### src/rtl/arm_multicycle_controller.sv
// Multicycle sequencer for the ARM-subset datapath: state machine,
// per-state selects and enables, NZCV flag register and condition check.
//
// Ports:
//   clk, reset  rising-edge clock; asynchronous active-high reset
//   Instr       IR bits [31:12] = {cond, op, funct, rn, rd}
//   ALUFlags    {N,Z,C,V} from the ALU
//   MemReady    memory completes the current access this cycle
//   PCWrite .. ResultSrc  datapath enables and mux selects
//   MemTimeout  one-cycle pulse after the wait limit is hit
//   Flags       current NZCV register
module arm_multicycle_controller #(
  parameter int MAX_WAIT = 0,
  parameter int WAIT_W   = 8
) (
  input  logic        clk,
  input  logic        reset,
  input  logic [19:0] Instr,
  input  logic [3:0]  ALUFlags,
  input  logic        MemReady,
  output logic        PCWrite,
  output logic        AdrSrc,
  output logic        MemWrite,
  output logic        IRWrite,
  output logic        RegWrite,
  output logic [1:0]  RegSrc,
  output logic [1:0]  ImmSrc,
  output logic        ALUSrcA,
  output logic [1:0]  ALUSrcB,
  output logic [1:0]  ALUControl,
  output logic [1:0]  ResultSrc,
  output logic        MemTimeout,
  output logic [3:0]  Flags
);

  typedef enum logic [3:0] {
    S_FETCH,
    S_DECODE,
    S_MEMADR,
    S_MEMREAD,
    S_MEMWB,
    S_MEMWRITE,
    S_EXECR,
    S_EXECI,
    S_ALUWB,
    S_BRANCH
  } state_e;

  localparam bit TMO_EN = (MAX_WAIT != 0);
  // Count value seen during the MAX_WAIT-th stalled cycle.
  localparam logic [WAIT_W-1:0] WAIT_LIM =
    WAIT_W'(TMO_EN ? MAX_WAIT - 1 : 0);
  localparam logic [WAIT_W-1:0] WAIT_SAT = '1;

  // Instruction fields
  logic [3:0] cond;
  logic [1:0] op;
  logic [5:0] funct;
  logic [3:0] cmd;
  logic [3:0] rd;
  logic       s_bit;
  logic       l_bit;
  logic       i_bit;
  logic       rd_pc;
  logic       unused_rn;

  assign cond      = Instr[19:16];
  assign op        = Instr[15:14];
  assign funct     = Instr[13:8];
  assign cmd       = funct[4:1];
  assign i_bit     = funct[5];
  assign s_bit     = funct[0];
  assign l_bit     = funct[0];
  assign rd        = Instr[3:0];
  assign rd_pc     = (rd == 4'hF);
  assign unused_rn = ^Instr[7:4];

  // State
  state_e            state_q, state_d;
  logic [3:0]        flags_q, flags_d;
  logic              cond_ex_q, cond_ex_d;
  logic [WAIT_W-1:0] wait_cnt_q, wait_cnt_d;
  logic              mem_timeout_q, mem_timeout_d;

  logic       cond_pass;
  logic [1:0] alu_op;
  logic       is_arith;
  logic       mem_state;
  logic       timeout_hit;

  // Unqualified enables, gated with reset below
  logic pc_w;
  logic mem_w;
  logic ir_w;
  logic reg_w;

  // ARM condition table against the stored flags
  always_comb begin
    logic n, z, c, v;
    {n, z, c, v} = flags_q;
    cond_pass = 1'b0;
    unique case (cond)
      4'h0: cond_pass = z;
      4'h1: cond_pass = !z;
      4'h2: cond_pass = c;
      4'h3: cond_pass = !c;
      4'h4: cond_pass = n;
      4'h5: cond_pass = !n;
      4'h6: cond_pass = v;
      4'h7: cond_pass = !v;
      4'h8: cond_pass = c && !z;
      4'h9: cond_pass = !c || z;
      4'hA: cond_pass = (n == v);
      4'hB: cond_pass = (n != v);
      4'hC: cond_pass = !z && (n == v);
      4'hD: cond_pass = z || (n != v);
      4'hE: cond_pass = 1'b1;
      4'hF: cond_pass = 1'b0;
    endcase
  end

  // Data-processing command decode
  always_comb begin
    alu_op = 2'b00;
    unique case (cmd)
      4'b0100: alu_op = 2'b00;
      4'b0010: alu_op = 2'b01;
      4'b0000: alu_op = 2'b10;
      4'b1100: alu_op = 2'b11;
      default: alu_op = 2'b00;
    endcase
  end

  assign is_arith = (cmd == 4'b0100) || (cmd == 4'b0010);

  assign mem_state = (state_q == S_FETCH)   ||
                     (state_q == S_MEMREAD) ||
                     (state_q == S_MEMWRITE);

  assign timeout_hit = TMO_EN && mem_state && !MemReady &&
                       (wait_cnt_q == WAIT_LIM);

  // Next state
  always_comb begin
    state_d = state_q;
    unique case (state_q)
      S_FETCH:
        if (MemReady) state_d = S_DECODE;
      S_DECODE:
        unique case (op)
          2'b00:   state_d = i_bit ? S_EXECI : S_EXECR;
          2'b01:   state_d = S_MEMADR;
          2'b10:   state_d = S_BRANCH;
          default: state_d = S_FETCH;
        endcase
      S_MEMADR:
        state_d = l_bit ? S_MEMREAD : S_MEMWRITE;
      S_MEMREAD:
        if (MemReady) state_d = S_MEMWB;
      S_MEMWB:
        state_d = S_FETCH;
      S_MEMWRITE:
        if (MemReady) state_d = S_FETCH;
      S_EXECR,
      S_EXECI:
        state_d = S_ALUWB;
      S_ALUWB,
      S_BRANCH:
        state_d = S_FETCH;
      default:
        state_d = S_FETCH;
    endcase
    // An abandoned access restarts at fetch
    if (timeout_hit) state_d = S_FETCH;
  end

  // Wait counter: stalled cycles in the current memory state
  always_comb begin
    wait_cnt_d = wait_cnt_q;
    if (timeout_hit || (state_d != state_q))
      wait_cnt_d = '0;
    else if (mem_state && !MemReady && (wait_cnt_q != WAIT_SAT))
      wait_cnt_d = wait_cnt_q + 1'b1;
  end

  assign mem_timeout_d = timeout_hit;

  // Condition is sampled once per instruction, in decode
  assign cond_ex_d = (state_q == S_DECODE) ? cond_pass : cond_ex_q;

  // Flags: N,Z for any S-suffixed op; C,V only from the adder
  always_comb begin
    flags_d = flags_q;
    if (((state_q == S_EXECR) || (state_q == S_EXECI)) &&
        s_bit && cond_ex_q) begin
      flags_d[3:2] = ALUFlags[3:2];
      if (is_arith) flags_d[1:0] = ALUFlags[1:0];
    end
  end

  // Per-state controls
  always_comb begin
    pc_w       = 1'b0;
    mem_w      = 1'b0;
    ir_w       = 1'b0;
    reg_w      = 1'b0;
    AdrSrc     = 1'b0;
    ALUSrcA    = 1'b0;
    ALUSrcB    = 2'b00;
    ALUControl = 2'b00;
    ResultSrc  = 2'b00;
    unique case (state_q)
      S_FETCH: begin
        ALUSrcA   = 1'b1;
        ALUSrcB   = 2'b10;
        ResultSrc = 2'b10;
        ir_w      = MemReady;
        pc_w      = MemReady;
      end
      S_DECODE: begin
        ALUSrcA   = 1'b1;
        ALUSrcB   = 2'b10;
        ResultSrc = 2'b10;
      end
      S_MEMADR: begin
        ALUSrcB = 2'b01;
      end
      S_MEMREAD: begin
        AdrSrc = 1'b1;
      end
      S_MEMWB: begin
        ResultSrc = 2'b01;
        if (rd_pc) pc_w  = cond_ex_q;
        else       reg_w = cond_ex_q;
      end
      S_MEMWRITE: begin
        AdrSrc = 1'b1;
        mem_w  = cond_ex_q;
      end
      S_EXECR: begin
        ALUControl = alu_op;
      end
      S_EXECI: begin
        ALUSrcB    = 2'b01;
        ALUControl = alu_op;
      end
      S_ALUWB: begin
        if (rd_pc) pc_w  = cond_ex_q;
        else       reg_w = cond_ex_q;
      end
      S_BRANCH: begin
        ALUSrcB   = 2'b01;
        ResultSrc = 2'b10;
        pc_w      = cond_ex_q;
      end
      default: begin
        pc_w = 1'b0;
      end
    endcase
  end

  // Instruction-static decode, valid in every state
  always_comb begin
    ImmSrc = 2'b00;
    unique case (op)
      2'b01:   ImmSrc = 2'b01;
      2'b10:   ImmSrc = 2'b10;
      default: ImmSrc = 2'b00;
    endcase
  end

  assign RegSrc = {(op == 2'b01) && !l_bit, op == 2'b10};

  // Reset overrides enables immediately, not at the next edge
  assign PCWrite  = pc_w  && !reset;
  assign MemWrite = mem_w && !reset;
  assign IRWrite  = ir_w  && !reset;
  assign RegWrite = reg_w && !reset;

  assign MemTimeout = mem_timeout_q;
  assign Flags      = flags_q;

  always_ff @(posedge clk or posedge reset) begin
    if (reset) begin
      state_q       <= S_FETCH;
      flags_q       <= 4'b0000;
      cond_ex_q     <= 1'b0;
      wait_cnt_q    <= '0;
      mem_timeout_q <= 1'b0;
    end else begin
      state_q       <= state_d;
      flags_q       <= flags_d;
      cond_ex_q     <= cond_ex_d;
      wait_cnt_q    <= wait_cnt_d;
      mem_timeout_q <= mem_timeout_d;
    end
  end

endmodule

### config.mk
export PLATFORM = sky130hd
export DESIGN_NAME = arm_multicycle_controller
export DESIGN_NICKNAME = d
export VERILOG_FILES = /design/src/rtl/arm_multicycle_controller.sv
export SDC_FILE = /design/constraint.sdc
export NUM_CORES = 1
export LEC_CHECK = 0
export CORE_MARGIN = 5
export CORE_UTILIZATION = 60
export CTS_CLUSTER_SIZE = 25
export DETAILED_ROUTE_END_ITERATION = 7
export DONT_BUFFER_PORTS = 1
export PLACE_DENSITY = 0.76
export SLEW_MARGIN = 20
export SYNTH_ARGS = -nofsm -noshare
export SYNTH_HDL_FRONTEND = slang
export SYNTH_SLANG_ARGS = --single-unit
### constraint.sdc
create_clock -name clk -period 3.65 [get_ports clk]
set_input_delay 0.365 -clock clk [delete_from_list [all_inputs] [get_ports clk]]
set_output_delay 0.365 -clock clk [all_outputs]
set_load 0.05 [all_outputs]
==> Word-level counts from Yosys, hierarchy flattened <==
Index checks and enable logic that the tools add are counted.
{ "classes": {"eq_ne": 35, "mux": 21, "n_reduce_logical": 31} }
{ "op_table": {"columns": ["op", "n"], "rows": [
  ["$eq A4 B4 Y1 const B", 12],
  ["$eq A4 B3 Y1 const B", 9],
  ["$pmux W4 S6", 1],
  ["$eq A4 B2 Y1 const B", 5],
  ["$pmux W1 S16", 1],
  ["$logic_not A4 Y1", 3],
  ["$mux W4", 3],
  ["$pmux W2 S2", 3],
  ["$pmux W4 S3", 1],
  ["$logic_and A1 B1 Y1", 9],
  ["$eq A4 B1 Y1 const B", 2],
  ["$mux W1", 8],
  ["$reduce_or A2 Y1", 4],
  ["$logic_not A1 Y1", 6],
  ["$ne A2 B2 Y1 const B", 3],
  ["$pmux W2 S3", 1],
  ["$reduce_or A3 Y1", 2],
  ["$logic_or A1 B1 Y1", 4],
  ["$mux W3", 1],
  ["$pmux W1 S3", 1],
  ["$reduce_and A3 Y1", 1],
  ["$eq A2 B1 Y1 const B", 1],
  ["$eq A2 B2 Y1 const B", 1],
  ["$logic_not A2 Y1", 1],
  ["other kinds (4)", 4]
]} }
{ "totals": {"regBits": 9, "inputBits": 27, "out_inout_bits": 21, "wordCells": 91} }

==> Depth between registers and ports, before layout <==
{ "depth": {"depth_word": 5, "ltp_mapped": 6, "mapped_depth_nobuf": 5} }

==> Worst setup path before layout <==
Ideal clock, no wire load.
{ "synth_timing": {"path_kind": "flip-flop to output port", "startpoint": "register state_q[0]", "endpoint": "output port PCWrite", "arrival_time_ns": 2.851, "required_ns": 3.285, "path_slack_ns": 0.434, "path_stages_with_launch": 6, "path_buffers": 1, "cell_sequence": "dfrtp_1 -> buf_2 -> clkinv_1 -> nand2_1 -> nor4b_1 -> or2_2"} }
{ "synth_between": {"elab_chain_cells": 4, "elab_cells_between_ends": 7, "classes_between": "eq/ne: 3; mux: 1; reduce/logical: 3"} }
{ "synth_lines": {"columns": ["element", "line_no", "text"], "rows": [
  ["start, declared", "79", "state_e state_q, state_d;"],
  ["start signal, assigned", "291", "state_q <= state_d;"],
  ["$eq A4 B4 Y1 / $eq A4 B3 Y1 (equally long branches)", "212", "unique case (state_q)"],
  ["$reduce_or A2 Y1 (no source line)", null, null],
  ["$pmux W1 S3 *", "212", null],
  ["$logic_and A1 B1 Y1 *", "275", "assign PCWrite = pc_w && !reset;"],
  ["end, declared", "21", "output logic PCWrite,"]
]} }
Every way passes the cells marked *; elsewhere a longest branch is shown, timed or not.

==> Worst setup path after layout <==
Ends and elaborated chain as after synthesis.

==> results.txt <==
- Seq cells post-synth: 9
- Synthesis instantiated between 40 and 50 different standard cells from the library.
- Number of setup violations in the final report: 0
* Worst Clk Skew: around 0.0019 ns
* Leading cell types in the layout, fill and taps excluded: 10 x nor2_1, 9 x dfrtp_1, 9 x buf_4
- The count of final hold-check violations came to 0.
- Data arrives at the worst endpoint at 1.96 ns.
- The worst register-to-register path ends at Flags[1].
- The floorplan step defined a die boundary enclosing 2140 um2.
- Sequential-to-total area share from yosys stat: between 20% and 30%
- VDD IR max: between 0.6 and 0.7 mV
- The path with the worst hold slack has its endpoint at Flags[0].
- Once the floorplan was initialized, standard cells occupied 62.0% of the core.
- Depth of the worst register-to-register path: 5
- Cell depth of the worst hold path: 1
- Pin count of the biggest net entering global routing: 16
- The worst hold path begins at ALUFlags[0].
- Number of nets in the layout: 133
- First-pass iteration count of the detailed router: 4
- RSZ-0062 raised after global routing: no
* Required time of the worst setup path: between 3 and 4 ns
* Time the final worst path needs with I/O delays and setup: approximately 2.3 ns
- Slew of the pin with the lowest slew margin: 1.10 ns
- Fill cells in the final layout number 103.
* TritonCTS clock tree: yes
* Root cell of the clock tree: clkbuf_4
- Counting along the longest clock path gives a buffer depth of 2.
- R2r setup slk: 1.71 ns
* Source of the worst register-to-register timing path: state_q[2]
- Number of pins exceeding their max-slew limit in the final report: 0
* Status: finished, final reports clean
* Via-to-Cell Ratio: ~6.3
* Number of global-route vias before repair: 743
- STA classifies the critical path endpoint as an output pin.
* Maximum fanout encountered on the critical timing path: 9
- Total core area: 1270 um2
- The tool flagged a number of max-cap violations equal to 0.
* Final sum of negative setup slack: 0 ns
* Synthesized instance count: 98
* DIE HEIGHT: around 46 um
- Std-Cell Rows: 13
* Number of buffers added on ports: 0
- For this block, the initial DRC count from the detailed router was 19.
* Antenna diode count: 0
- Number of synthesized flops with an enable pin: 0
* Total CTS buffers: 3
- Maximum clock rate: 0.431 GHz
* DP Wirelength: 1.46 mm
- # resized after CTS: 0
- Share of flip-flops with an asynchronous set or reset: 100%
- Count of hold buffers inserted by post-cts repair: 1
- Clock latency on the worst-skew pair, taken at its later pin, is 0.26 ns.
- Layout overhead on the synthesized area: 13.8%
- After detailed routing, the average wire length per cell comes to approximately 15 um.
* Most frequent standard cell in the layout excluding fill and tap cells: nor2_1
* Routability cong.: 0.825
- The routed design has 1.82 mm of wire.
* Post-route clock period utilization: 63.6%
- The routed layout has 754 vias.
- The worst setup path is of the register to output pin kind.
- Static Leakage: 0.382 nW
- In this run the power density over the cells is 826 nW/um2.
- First-pass GRT wire length: 3.22 mm
* Start point of the critical path: state_q[0]
- Syn_area_per_cell: 8.03 um2
- Yosys Warn Count: 0
* Worst setup SP type: register
- GRT Residual Overflow: 0
- Measured along the x axis, the die boundary spans 46.2 um.
- The count of nets left with antenna violations once routing finished came out at 0.
- Post-detailed-route DRC marker count: 0
- The path class of the tightest hold or removal check is input pin to register.
- Predominant post-synthesis flop cell: dfrtp_1
- Once the clock tree was built, the setup fixing pass inserted 0 buffers.
- 48 I/O pins were placed.
- Global routing consumed, over all layers together, between 20% and 30% of the routing resources.
- Measured against its own limit, the worst slew margin works out to 26.2%.
* Number of sinks handled by clock tree synthesis: 9
* Total chip power: 0.740 mW
- Fraction of final layout cells sized beyond drive strength 1: 24.8%
- The number of nets in the synthesized netlist is 125.
- Antenna violations before repair: 0
- Netlist Area Pre-Place: 787 um2
- CTS built an H-tree with a depth of 1.
- Clock-pin slew was measured on the worst setup and hold paths at 0.06 ns.
cells by family (layout without fill, tap and decap cells):
family,count (synthesis),after routing,synth area share [%]
xor gates and xnor gates,4,4,4.45
DFF,9,9,28.6
buffers and inverters,12,19,7.31
and+or+nand+nor,46,46,34.3
muxes,5,5,6.99
AOI/OAI and AO/OA,21,21,17.8
other,1,1,0.476
where the power goes:
group | leakage [nW] | internal (mW) | total, mW | switching (mW)
logic | 0.250 | 0.128 | 0.423 | 0.295
registers | 0.118 | 0.130 | 0.243 | 0.113
clock network | 0.0150 | 0.0419 | 0.0738 | 0.0319
critical path, stage by stage (launching register included):
cell and delay, ns:
dfrtp_1 0.51, clkinv_1 0.30, nand2_1 0.18, nor4b_2 0.06, buf_4 0.21, or2_2 0.44
cell usage after synthesis, types with 3 or more instances:
master | instances | area (um2)
nor2_1 | 10 | 37.5
dfrtp_1 | 9 | 225
nor3_1 | 9 | 45.0
a21oi_1 | 7 | 35.0
nand2_1 | 5 | 18.8
inv_1 | 4 | 15.0
mux2_2 | 4 | 45.0
nor2b_1 | 4 | 25.0
buf_4 | 3 | 22.5
clkbuf_1 | 3 | 11.3
worst max-delay path by stage:
stage	cells after the start	endpoint
floorplan	5	PCWrite
global placement	5	PCWrite
detailed placement	5	PCWrite
CTS	5	PCWrite
global route	5	PCWrite
finish	5	PCWrite
state kept, by name, indices dropped and copies added, names as in the netlist:
register   flops
cond_ex_q      1
Flags          4
state_q        4
cell type report:
cell class / instances / area [um2] / area share [%]
Tap cell: 15 / 18.8 / 2.09
Multi-Input combinational cell: 77 / 529 / 59.1
Sequential cell: 9 / 225 / 25.1
Clock buffer: 4 / 26.3 / 2.93
Timing Repair Buffer: 10 / 77.6 / 8.66
Inverter: 5 / 18.8 / 2.09
metrics by stage:
stage | setup slack (ns) | std cells | cell area, um2 | hold WS (ns) | utilization, %
final | 1.33 | 120 | 896 | 0.255 | 70.6
after CTS | 1.31 | 120 | 896 | 0.253 | 70.6
after global placement | 1.60 | 115 | 860 | 0.224 | 67.8
after detailed placement | 1.59 | 115 | 860 | 0.231 | 67.8
after global routing | 1.19 | 120 | 896 | 0.238 | 70.6
after floorplan | 0.434 | 98 | 787 | 0.193 | -
per-layer routing:
layer	GRT usage [%]	up-vias	routed length (um)
met2	34.6	26	925
met5	0	-	0
met3	7.81	4	158
li1	-	368	-
met1	24.3	356	721
met4	6.82	0	14
Note: power is estimated with default switching activity, not from simulation.
